**config.mk**
```make
export PLATFORM = sky130hd
export DESIGN_NAME = instr_mem_loader
export DESIGN_NICKNAME = d
export VERILOG_FILES = /design/src/rtl/instr_mem_loader.sv
export SDC_FILE = /design/constraint.sdc
export NUM_CORES = 1
export LEC_CHECK = 0
export CAP_MARGIN = 20
export CORE_MARGIN = 2
export CORE_UTILIZATION = 47
export DETAILED_ROUTE_END_ITERATION = 16
export GPL_TIMING_DRIVEN = 0
export HOLD_SLACK_MARGIN = 0.12
export PLACE_DENSITY = 0.77
export SKIP_CTS_REPAIR_TIMING = 1
export SLEW_MARGIN = 20
export SYNTH_ARGS = -nofsm -noshare
export SYNTH_HDL_FRONTEND = slang
export SYNTH_SLANG_ARGS = --single-unit
```
**constraint.sdc**
```tcl
create_clock -name i_clk -period 1.85 [get_ports i_clk]
set_clock_uncertainty 0.2 [all_clocks]
set_input_delay 0.185 -clock i_clk [delete_from_list [all_inputs] [get_ports i_clk]]
set_output_delay 0.185 -clock i_clk [all_outputs]
set_load 0.02 [all_outputs]
```
**src/rtl/instr_mem_loader.sv**
```systemverilog
// Streams a 16-bit word count plus little-endian words into instruction memory, holding the
// CPU in reset until done. Define INSTR_LOADER_CHECKSUM_EN to require a trailing XOR checksum.
module instr_mem_loader #(
  parameter int unsigned DATA_WIDTH      = 32,
  parameter int unsigned INSTR_MEM_DEPTH = 256,
  parameter int unsigned ADDR_WIDTH      = $clog2(INSTR_MEM_DEPTH)
) (
  input  logic                  i_clk,
  input  logic                  i_reset,
  input  logic                  i_start,
  input  logic [7:0]            i_byte_data,
  input  logic                  i_byte_valid,
  output logic                  o_byte_ready,
  output logic                  o_mem_wr_en,
  output logic [ADDR_WIDTH-1:0] o_mem_wr_addr,
  output logic [DATA_WIDTH-1:0] o_mem_wr_data,
  output logic                  o_cpu_reset_n,
  output logic                  o_busy,
  output logic                  o_done,
  output logic                  o_error
);

  localparam logic [16:0] MaxWords = 17'(INSTR_MEM_DEPTH / 4);

  typedef enum logic [2:0] {
    StIdle,
    StLenLo,
    StLenHi,
    StData,
    StWrite,
`ifdef INSTR_LOADER_CHECKSUM_EN
    StCheck,
`endif
    StDone,
    StError
  } state_e;

  state_e                state_q, state_d, end_st;
  logic [15:0]           count_q, count_d;
  logic [1:0]            idx_q, idx_d;
  logic [ADDR_WIDTH-1:0] addr_q, addr_d;
  logic [DATA_WIDTH-1:0] word_q, word_d;
  logic                  ready_q, wr_en_q, busy_q, done_q, error_q, cpu_rst_n_q;
  logic                  xfer;
`ifdef INSTR_LOADER_CHECKSUM_EN
  logic [7:0]            csum_q, csum_d;
`endif

  // Outputs are flops, so the handshake uses the registered ready.
  assign xfer = i_byte_valid & ready_q;

  always_comb begin
    state_d = state_q;
    count_d = count_q;
    idx_d   = idx_q;
    addr_d  = addr_q;
    word_d  = word_q;
`ifdef INSTR_LOADER_CHECKSUM_EN
    csum_d  = csum_q;
    end_st  = StCheck;
`else
    end_st  = StDone;
`endif
    case (state_q)
      StIdle, StDone, StError: begin
        if (i_start) begin
          state_d = StLenLo;
          count_d = '0;
          idx_d   = '0;
          addr_d  = '0;
`ifdef INSTR_LOADER_CHECKSUM_EN
          csum_d  = '0;
`endif
        end
      end
      StLenLo: begin
        if (xfer) begin
          count_d[7:0] = i_byte_data;
          state_d      = StLenHi;
        end
      end
      StLenHi: begin
        if (xfer) begin
          count_d[15:8] = i_byte_data;
          if (count_d == 16'd0) begin
            state_d = end_st;
          end else if ({1'b0, count_d} > MaxWords) begin
            state_d = StError;
          end else begin
            state_d = StData;
          end
        end
      end
      StData: begin
        if (xfer) begin
          word_d = {i_byte_data, word_q[DATA_WIDTH-1:8]};
          idx_d  = idx_q + 2'd1;
`ifdef INSTR_LOADER_CHECKSUM_EN
          csum_d = csum_q ^ i_byte_data;
`endif
          if (idx_q == 2'd3) begin
            state_d = StWrite;
          end
        end
      end
      StWrite: begin
        addr_d  = addr_q + ADDR_WIDTH'(4);
        count_d = count_q - 16'd1;
        state_d = (count_q == 16'd1) ? end_st : StData;
      end
`ifdef INSTR_LOADER_CHECKSUM_EN
      StCheck: begin
        if (xfer) begin
          state_d = (i_byte_data == csum_q) ? StDone : StError;
        end
      end
`endif
      default: state_d = StIdle;
    endcase
  end

  always_ff @(posedge i_clk) begin
    if (i_reset) begin
      state_q     <= StIdle;
      count_q     <= '0;
      idx_q       <= '0;
      addr_q      <= '0;
      word_q      <= '0;
      ready_q     <= 1'b0;
      wr_en_q     <= 1'b0;
      busy_q      <= 1'b0;
      done_q      <= 1'b0;
      error_q     <= 1'b0;
      cpu_rst_n_q <= 1'b0;
`ifdef INSTR_LOADER_CHECKSUM_EN
      csum_q      <= '0;
`endif
    end else begin
      state_q     <= state_d;
      count_q     <= count_d;
      idx_q       <= idx_d;
      addr_q      <= addr_d;
      word_q      <= word_d;
      // Output flags are decoded from the next state so they line up with state_q.
`ifdef INSTR_LOADER_CHECKSUM_EN
      csum_q      <= csum_d;
      ready_q     <= (state_d == StLenLo) || (state_d == StLenHi) || (state_d == StData) ||
                     (state_d == StCheck);
`else
      ready_q     <= (state_d == StLenLo) || (state_d == StLenHi) || (state_d == StData);
`endif
      wr_en_q     <= (state_d == StWrite);
      busy_q      <= (state_d != StIdle) && (state_d != StDone) && (state_d != StError);
      done_q      <= (state_d == StDone);
      error_q     <= (state_d == StError);
      cpu_rst_n_q <= (state_d == StDone);
    end
  end

  assign o_byte_ready  = ready_q;
  assign o_mem_wr_en   = wr_en_q;
  assign o_mem_wr_addr = addr_q;
  assign o_mem_wr_data = word_q;
  assign o_cpu_reset_n = cpu_rst_n_q;
  assign o_busy        = busy_q;
  assign o_done        = done_q;
  assign o_error       = error_q;

endmodule

```
Word-level counts from Yosys, hierarchy flattened
Index checks and enable logic that the tools add are counted.

Register bits: 66. Output and inout port bits: 46. Input port bits: 12.

Order comparisons: 1. Bitwise logic cells: 1. Reduce and logical (&&, ||, !) cells: 17. Eq/ne operators: 20. $add $sub $neg: 3. Muxes and demuxes: 18.

Operators with widths (count): 8-bit one-hot mux with 3 select lines (2); 3-bit 2-to-1 mux (8); 3-bit == test (second input constant) (6); 16-bit by 1-bit == test with 1-bit output (second input constant) (1); 16-bit by 7-bit > comparator with 1-bit output (second input constant) (1); 16-bit zero test (1); 16-bit 2-to-1 mux (1); 8-bit 2-to-1 mux (2); 8-bit one-hot mux with 2 select lines (1); 16-bit by 1-bit subtractor with 16-bit output (second input constant) (1); 3-bit one-hot mux with 5 select lines (1); 3-bit by 2-bit == test with 1-bit output (second input constant) (4); 3-bit AND reduction (3); 3-bit nonzero test (3); 8-bit by 3-bit adder with 8-bit output (second input constant) (1); 2-bit != test (second input constant) (4); 3-bit by 1-bit == test with 1-bit output (second input constant) (2); 3-bit != test (second input constant) (2); 2-bit 2-to-1 mux (2); 2-bit one-hot mux with 2 select lines (1); 2-bit AND reduction (2); 2-bit nonzero test (2); 3-bit zero test (1); 3-bit OR reduction (1); other kinds (5) (7).

Logic depth before layout (Yosys ltp)
Gate-level depths: netlist of the first run.

Depth in word-level cells: 8. Mapped depth: 8. Gate-level depth less buffers: 8.

Least setup slack after synthesis of the first run
OpenSTA, ideal clock, no wires.

Path kind: register to register. Start: reg count_q[5]. End: reg cpu_rst_n_q (netlist: o_cpu_reset_n). Library setup time: 0.092 ns. Path buffers: 0. Cell stages (with the launch flop): 6. Data arrival time: 1.659 ns. Slack: -0.101 ns. Path through: dfxtp_1 > or4_4 > or3_1 > a31oi_1 > a211oi_2 > nor4_1.

Cells in the longest elaborated chain, start to end: 6. Elaborated cells on any way between the ends: 9. Classes of those cells: order compare (1); eq/ne (2); mux (5); reduce/logical (1).

RTL lines: start: declaration (RTL line 39) `logic [15:0] count_q, count_d;`; start signal: assignment (RTL line 140) `count_q <= count_d;`; 16-bit by 7-bit > comparator with 1-bit output (RTL line 87) `end else if ({1'b0, count_d} > MaxWords) begin`; 3-bit 2-to-1 mux (RTL line 87); 3-bit 2-to-1 mux (RTL line 85) `if (count_d == 16'd0) begin`; 3-bit 2-to-1 mux (RTL line 83) `if (xfer) begin`; 3-bit one-hot mux with 5 select lines (*) (RTL line 64) `case (state_q)`; 3-bit == test (*) (RTL line 156) `cpu_rst_n_q <= (state_d == StDone);`; end signal: assignment (RTL line 156); end: declaration (RTL line 43) `logic ready_q, wr_en_q, busy_q, done_q, error_q, cpu_rst_n_q;`.

Mark *: on every way between the ends. The rest lies on a longest branch, timed or not. A chain may end at the register's enable or synchronous reset.

Worst setup path after layout of the first run
Start: reg count_q[8]. End: reg wr_en_q (netlist: o_mem_wr_en).

Cells in the longest elaborated chain, start to end: 4.

RTL lines: 16-bit by 1-bit == test with 1-bit output (RTL line 109) `state_d = (count_q == 16'd1) ? end_st : StData;`; 3-bit 2-to-1 mux (RTL line 109); 3-bit one-hot mux with 5 select lines (RTL line 64); 3-bit == test (RTL line 152) `wr_en_q <= (state_d == StWrite);`; end signal: assignment (RTL line 152); end: declaration (RTL line 43).

Every way passes these cells.

==> results of run 1 <==
-- power by group through the flow --
| stage | Combinational, W | Sequential [W] | Clock, W |
|---|---|---|---|
| 2_1_floorplan | 0.000277 | 0.00146 | 0 |
| 3_3_place_gp | 0.000402 | 0.00145 | 0 |
| 3_5_place_dp | 0.000406 | 0.00145 | 0 |
| 4_1_cts | 0.000408 | 0.00142 | 0.00113 |
| 5_1_grt | 0.000572 | 0.00143 | 0.00121 |
| 6_report | 0.000532 | 0.00143 | 0.00113 |
-- worst max-delay path, stage by stage (launching register included) --
cell and delay [ns]:
dfxtp_4 0.37, or4_4 0.58, nor4_4 0.28, and3_4 0.27
a211oi_4 0.08, nor4_2 0.33
-- synthesized netlist by cell type, drive strengths merged (2+ instances only) --
| cell | instances |
|---|---|
| nor2 | 34 |
| nand2 | 95 |
| ha | 5 |
| o31ai | 2 |
| or3 | 3 |
| buf | 10 |
| a31oi | 5 |
| inv | 7 |
| o21ai | 19 |
| nand2b | 3 |
| dfxtp | 64 |
| and3 | 3 |
| nor3 | 4 |
| a32oi | 3 |
| a21oi | 59 |
| nor4 | 8 |
| xnor2 | 3 |
| or4 | 3 |
| nand3 | 8 |
| clkbuf | 15 |
| or2 | 2 |
| a22oi | 3 |
| a32o | 5 |
| o21bai | 2 |
| and2 | 2 |
| nor3b | 4 |
| a211oi | 4 |
| a311oi | 2 |
| o22ai | 3 |
| nor2b | 3 |
-- flip-flops by register name (all words and copies together), names as in the netlist --
register and cells:
o_mem_wr_data 32, count_q 16, o_mem_wr_addr 6, state_q 3, idx_q 2, o_busy 1
o_byte_ready 1, o_cpu_reset_n 1, o_error 1, o_mem_wr_en 1
-- stage by stage --
step / setup TNS (ns) / setup slack [ns] / instances / instance area, sq um
6_report: -3.33 / -0.387 / 556 / 4230
5_1_grt: -5.61 / -0.428 / 556 / 4230
4_1_cts: -17.14 / -0.456 / 542 / 3870
3_5_place_dp: -21.04 / -0.680 / 526 / 3690
3_3_place_gp: -20.45 / -0.666 / 526 / 3690
2_1_floorplan: -0.234 / -0.0622 / 395 / 3060
-- routing by layer --
metal / up-vias / share of wire (%) / routed length [um]
met5: - / 0 / 0
met4: 0 / 2.7 / 246
met3: 27 / 7.7 / 708
met2: 149 / 48 / 4370
met1: 1529 / 42 / 3830
li1: 1544 / - / -
-- worst min path at each step --
stage | start | end | slack, ns | depth (start not counted)
floorplan | i_byte_data[0] | o_mem_wr_data[24] | 0.12 | 2
global placement | o_mem_wr_data[0] | o_mem_wr_data[0] | 0.24 | 2
detailed placement | o_mem_wr_data[0] | o_mem_wr_data[0] | 0.25 | 2
CTS | i_reset | state_q[1] | -0.03 | 2
global route | i_byte_data[3] | count_q[11] | 0.16 | 5
finish | i_byte_data[3] | count_q[11] | 0.12 | 5
-- layout make-up --
class / instances / area share [%]
plain buffers: 23 / 3.49
clock buffers: 10 / 3.25
clock inverters: 6 / 1.03
inverters: 7 / 0.621
multi-input cells: 301 / 42.9
flip-flops and latches: 64 / 30.7
well taps: 77 / 2.28
repair buffers: 68 / 15.8
-- kinds of logic (layout without fill, tap and decap cells) --
kind of cell               count (synthesis)  count (layout)  synth area share (%)
buffers and inverters                     32             114                  4.62
other                                      1               2                 0.124
AOI/OAI and AO/OA                        113             114                  22.2
adders and majority gates                  5               5                  2.06
and+or+nand+nor                          176             177                  27.9
DFF                                       64              64                  42.2
xor gates and xnor gates                   3               3                 0.866
==> summary.txt, run 1 <==
Status - finished, violations left
Violated checks - negative setup slack
# rows - 29
Final Util - 67.0%
Final setup margin - -0.387 ns
GRT overflow - 0
Final setup fails - 21
Die height - 84.4 um
Clk sink count - 64
Fin. max-slew vios - 0
Syn Area/Cell - 7.70 sq um
Post-synthesis sequential area ratio - 42.2%
Netlist Area Pre-Place - 3040 sq um
#FFs+latches synth - 64
Crit Reg-Reg Startpoint - count_q[8]
Net Sw Power - 0.000940 W
Vias/cell - 5.84
First-pass GRT wire length - 13500 um
Root buf cell - clkbuf_8
Initial antenna violation count - 0
Wirelength per Cell - 16.5 um
Initial core utilization - 48.1%
CP Launch Type - flip-flop
YS warnings - 0
Largest net degree at the start of global routing - 13
ANT nets after route - 0
GRT Total Usage - 23.8%
Final Hold Vio Count - 0
Placer's final routability congestion estimate - 0.922
Vias in the first global route - 2702
H-tree levels - 3
Area of the multi-input gates - 1810 sq um
Critical path endpoint category - flip-flop
Crit path kind - flip-flop to flip-flop
Total power - 0.00309 W
Synth area leaders - dfxtp_1 42%, nand2_1 12%, a21oi_1 9.7%, nor2_1 4.1%, ha_1 2.1%
TritonCTS Buffers - 9
R2r worst-path depth - 5
Clock latency on the worst-skew pair - 0.35 ns
Hold WS - 0.118 ns
Core Area - 6310 sq um
DR vias - 3249
GRT met1 Usage - 31.6%
Rel. slew slack - 54.7%
Worst-Margin Slew - 0.676 ns
Total length of routed wires - 9150 um
Final Critical Period - 2.24 ns
Hold WC Path Type - input port to flip-flop
DRC viols - 0
Die Footprint - 7120 sq um
Layout area overhead - 39.4%
Static Leak - 1.49 nW
Met2 Use GR - 37.4%
Beginning of the critical path - count_q[8]
Pwr Density - 730 nW/um^2
CTS tree - done
Worst r2r dst - o_mem_wr_en
WP data arrival - 2.27 ns
Sequential cell area - 1300 sq um
Initial drt markers - 250
Internal power - 0.00215 W
Die width - 84.4 um
Final Cycle Share - 121%
Syn Inst Count - 394
Drt pass-1 iters - 5
Clk pwr share - 36.5%
R2R Setup Slk - -0.39 ns
Cell variety after synth - 48
Critical Path RT - 1.88 ns
Ys async rst share - 0%
Max Fclk - 447 MHz
Maximum fanout along the worst path - 6
Top-area cell type share of the netlist area - 42.2%
Flop pwr share - 46.2%
Post-synth EDFFs - 0
Most frequent cells in the layout - 92 x nand2_1, 58 x a21oi_1, 57 x dfxtp_1, 50 x clkdlybuf4s50_1, 29 x nor2_1
Share of cells above drive strength 1 - 19.4%
Number of buffers added on ports - 54
Clock transition at path regs - 0.08 ns
Peak supply drop - 0.566 mV
Nets - 491
CTS Buffer Depth - 2
# diodes - 0
Gr busiest metal - met2
# IOs - 58
Switching share of power - 30.4%
CP endpoint - o_mem_wr_en
DP Wirelength - 6010 um
Max Cap Viol - 0
Cell taking the most area after synthesis - dfxtp_1
Most common cell after layout, fill and taps aside - nand2_1
Fillers - 526
Gate power share - 17.2%
Main synth FF type - dfxtp_1
Grt met3 use - 7.18%
RSZ-0062 raised after global routing - true
Note: power is estimated with default switching activity, not from simulation.
==> run 2, diff against run 1 <==
--- a/config.mk
+++ b/config.mk
@@ -5,13 +5,14 @@
 export SDC_FILE = /design/constraint.sdc
 export NUM_CORES = 1
 export LEC_CHECK = 0
+export ABC_AREA = 1
 export CAP_MARGIN = 20
 export CORE_MARGIN = 2
 export CORE_UTILIZATION = 47
 export DETAILED_ROUTE_END_ITERATION = 16
 export GPL_TIMING_DRIVEN = 0
 export HOLD_SLACK_MARGIN = 0.12
-export PLACE_DENSITY = 0.77
+export PLACE_DENSITY = 0.76
 export SKIP_CTS_REPAIR_TIMING = 1
 export SLEW_MARGIN = 20
 export SYNTH_ARGS = -nofsm -noshare
==> run 2 against run 1 <==
The run now ends clean; register-to-register slack better by 0.47 ns; synthesized cell count grew 15%; maximum frequency grew 27%; non-clock buffer count shrank 13; combinational power rose by 100%; final cell count rose by 9.4%; first-iteration DRC count is 8.4% lower; synthesized area rose by 6.4%; critical endpoint is now o_mem_wr_addr[2]; largest power group unchanged; wire length decreased by 8.9%.
==> summary.txt, run 2 <==
Status - finished, final reports clean
Flop pwr share - 43.0% (-3.2 points)
Syn Area/Cell - 7.15 sq um (-7.2%)
Slowest CP cell - clkdlybuf4s50_1
Post-synthesis mux area share - 0% (unchanged)
Rel. slew slack - 64.6% (+9.9 points)
Max Fclk - 567 MHz (+27%)
Hold_sp - idx_q[1]
Synth area leaders - dfxtp_1 40%, nor2_1 12%, nand2_1 6.5%, o21ai_0 6.2%, a21oi_1 4.6%
GRT Total Usage - 23.2% (-0.62 points)
Vias in the first global route - 2971 (+10%)
Hold depth - 2 (-3)
Die Footprint - 7550 sq um (+6.1%)
Vias/cell - 5.22 (-11%)
Final Util - 61.9% (-5.1 points)
Initial antenna violation count - 0 (unchanged)
Root buf cell - clkbuf_8
CP Launch Type - flip-flop
Net Sw Power - 0.00132 W (+40%)
Total length of routed wires - 8330 um (-8.9%)
Fin. max-slew vios - 0 (unchanged)
Main synth FF type - dfxtp_1
Initial core utilization - 48.1% (about the same)
Cell taking the most area after synthesis - dfxtp_1
CP top delay family - buffers and inverters
Main combinational cell family by area after synthesis - simple AND/OR/NAND/NOR gates
# diodes - 0 (unchanged)
Clk pwr share - 27.9% (-8.6 points)
Cell-by-cell trace of the critical path - clkdlybuf4s50_1
Drt pass-1 iters - 4 (-1)
Peak supply drop - 0.636 mV (+12%)
Most common cell after layout, fill and taps aside - nor2_1
# IOs - 58 (unchanged)
Pwr Density - 892 nW/um^2 (+22%)
Crit path kind - flip-flop to primary output
Beginning of the critical path - o_mem_wr_addr[2]
Hold WC Path Type - flip-flop to flip-flop
# rows - 30 (+3.4%)
Clock latency on the worst-skew pair - 0.34 ns (about the same)
#FFs+latches synth - 64 (unchanged)
Switching share of power - 35.5% (+5.1 points)
Clock transition at path regs - 0.07 ns (about the same)
H-tree levels - 3 (unchanged)
Post-synthesis sequential area ratio - 39.7% (-2.6 points)
Setup_tns - 0 ns (+3.33 ns)
Final Cycle Share - 95.3% (-26 points)
Die height - 86.9 um (+3.0%)
Core Area - 6720 sq um (+6.4%)
Clk sink count - 64 (unchanged)
WP data arrival - 1.38 ns (-0.89 ns)
Share of cells above drive strength 1 - 18.6% (-0.85 points)
Die width - 86.9 um (+3.0%)
Netlist Area Pre-Place - 3230 sq um (+6.4%)
CTS Buffer Depth - 2 (unchanged)
GRT overflow - 0 (unchanged)
Syn Inst Count - 452 (+15%)
Critical Path RT - 1.46 ns (-0.42 ns)
Gr busiest metal - met2
DP Wirelength - 5940 um (-1.0%)
Top-area cell type share of the netlist area - 39.7% (-2.6 points)
YS warnings - 0 (unchanged)
Maximum fanout along the worst path - 5 (-1)
CTS tree - done
Initial drt markers - 229 (-8.4%)
Most frequent cell after synthesis - nor2_1
Max Cap Viol - 0 (unchanged)
Worst-Margin Slew - 0.530 ns (-0.146 ns)
DR vias - 3174 (-2.3%)
Grt met3 use - 7.11% (-0.069 points)
Static Leak - 1.81 nW (+22%)
Total power - 0.00371 W (+20%)
Gate power share - 29.1% (+12 points)
Final setup fails - 0 (-100%)
Critical path endpoint category - primary output
First-pass GRT wire length - 13700 um (+1.8%)
Post-synth EDFFs - 0 (unchanged)
Compound-gate portion of the synthesized area - 19.6% (-2.7 points)
R2R Setup Slk - 0.09 ns (+0.47 ns)
DRC viols - 0 (unchanged)
Number of flip-flops in the largest register - 32 (unchanged)
Most frequent cells after synthesis - 101 x nor2_1, 64 x dfxtp_1, 56 x nand2_1
Final Critical Period - 1.76 ns (-0.473 ns)
Nets - 541 (+10%)
Largest net degree at the start of global routing - 11 (-2)
Internal power - 0.00239 W (+11%)
Placer's final routability congestion estimate - 0.908 (-1.6%)
Ys async rst share - 0% (unchanged)
TritonCTS Buffers - 9 (unchanged)
Most frequent cells in the layout - 94 x nor2_1, 61 x dfxtp_1, 55 x clkdlybuf4s50_1, 52 x nand2_1, 40 x o21ai_0
Simple-gate share of the synthesized area - 28.7% (+0.75 points)
Crit Reg-Reg Startpoint - state_q[1]
Buf/Inv on CP - 1 (+1)
Worst path max stage delay - 0.63 ns (+0.05 ns)
Final Hold Vio Count - 0 (unchanged)
Hold path endpoint - idx_q[1]
Wirelength per Cell - 13.7 um (-17%)
Met2 Use GR - 38.0% (+0.66 points)
ANT nets after route - 0 (unchanged)
GRT met1 Usage - 28.7% (-2.9 points)
Adder-cell share of the synthesized area - 1.94% (-0.12 points)
Number of buffers added on ports - 55 (+1.9%)
R2r worst-path depth - 10 (+5)
Synth Area in XOR/XNOR - 0.813% (-0.052 points)
Layout area overhead - 28.8%
Worst r2r dst - count_q[7]
Cell variety after synth - 43 (-10%)
-- run 2: cell types whose count changed in the layout (fill, tap and decap cells not counted), moves of 6 or more --
cell | before | now
inv_1 | 5 | 28
nand3_2 | 1 | 7
inv_2 | 2 | 13
nand2_1 | 92 | 52
o21ai_1 | 7 | 14
nand3_1 | 7 | 24
nor2_2 | 2 | 9
o21ai_0 | 10 | 40
a21oi_1 | 58 | 30
buf_4 | 18 | 9
nor2_1 | 29 | 94
-- run 2: how the worst max path moves through the flow --
stage	to	slack, ns	cells after the start
after floorplan	o_busy	0.16	11
after global placement	o_busy	-0.24	12
after detailed placement	o_busy	-0.24	12
after CTS	o_busy	-0.04	9
after global routing	o_busy	-0.04	10
final	o_mem_wr_addr[2]	0.09	1
-- run 2: layout make-up --
cell class | count | area [sq um]
clock buffer | 12 | 145
fill | 646 | 2560
tap | 80 | 100
clock inverter | 3 | 18.8
sequential | 64 | 1290
timing repair buffer | 60 | 588
multi-input combinational | 325 | 1720
inverter | 46 | 189
buffer | 18 | 115
-- run 2: cell families after synthesis --
logic type / after synthesis
fa+ha+maj: 5
flops: 64
xor+xnor: 3
compound gates: 108
simple gates: 207
buf+inv: 64
other cells: 1
-- run 2: power groups by stage --
stage	registers, W	clock network [W]	logic (W)
2_1_floorplan	0.00159	0	0.000771
3_3_place_gp	0.00160	0	0.000983
3_5_place_dp	0.00160	0	0.000998
4_1_cts	0.00157	0.00106	0.00101
5_1_grt	0.00161	0.00111	0.00120
6_report	0.00159	0.00104	0.00108
-- run 2: worst reg2reg max path, cell delays in order, from the launching register on --
cell and delay [ns]:
dfxtp_1 0.30, buf_4 0.16, o21ai_2 0.23, o21ai_2 0.11
a21oi_2 0.14, nand2_2 0.11, inv_4 0.10, buf_12 0.13
nand3_2 0.07, o211ai_2 0.07, inv_2 0.03
-- run 2: per-stage QoR --
stage / hold WS, ns / setup WS (ns) / cells / area, sq um
after global routing: 0.331 / -0.0362 / 608 / 4160
after global placement: 0.279 / -0.236 / 588 / 3880
after floorplan: 0.0512 / 0.155 / 453 / 3230
final: 0.303 / 0.0862 / 608 / 4160
after CTS: 0.303 / -0.0360 / 603 / 4050
after detailed placement: 0.287 / -0.241 / 588 / 3880
-- run 2: routing by layer --
metal | wire, um | up-vias
met1 | 3750 | 1464
li1 | - | 1616
met4 | 108 | 0
met2 | 3890 | 85
met5 | 0 | -
met3 | 583 | 9
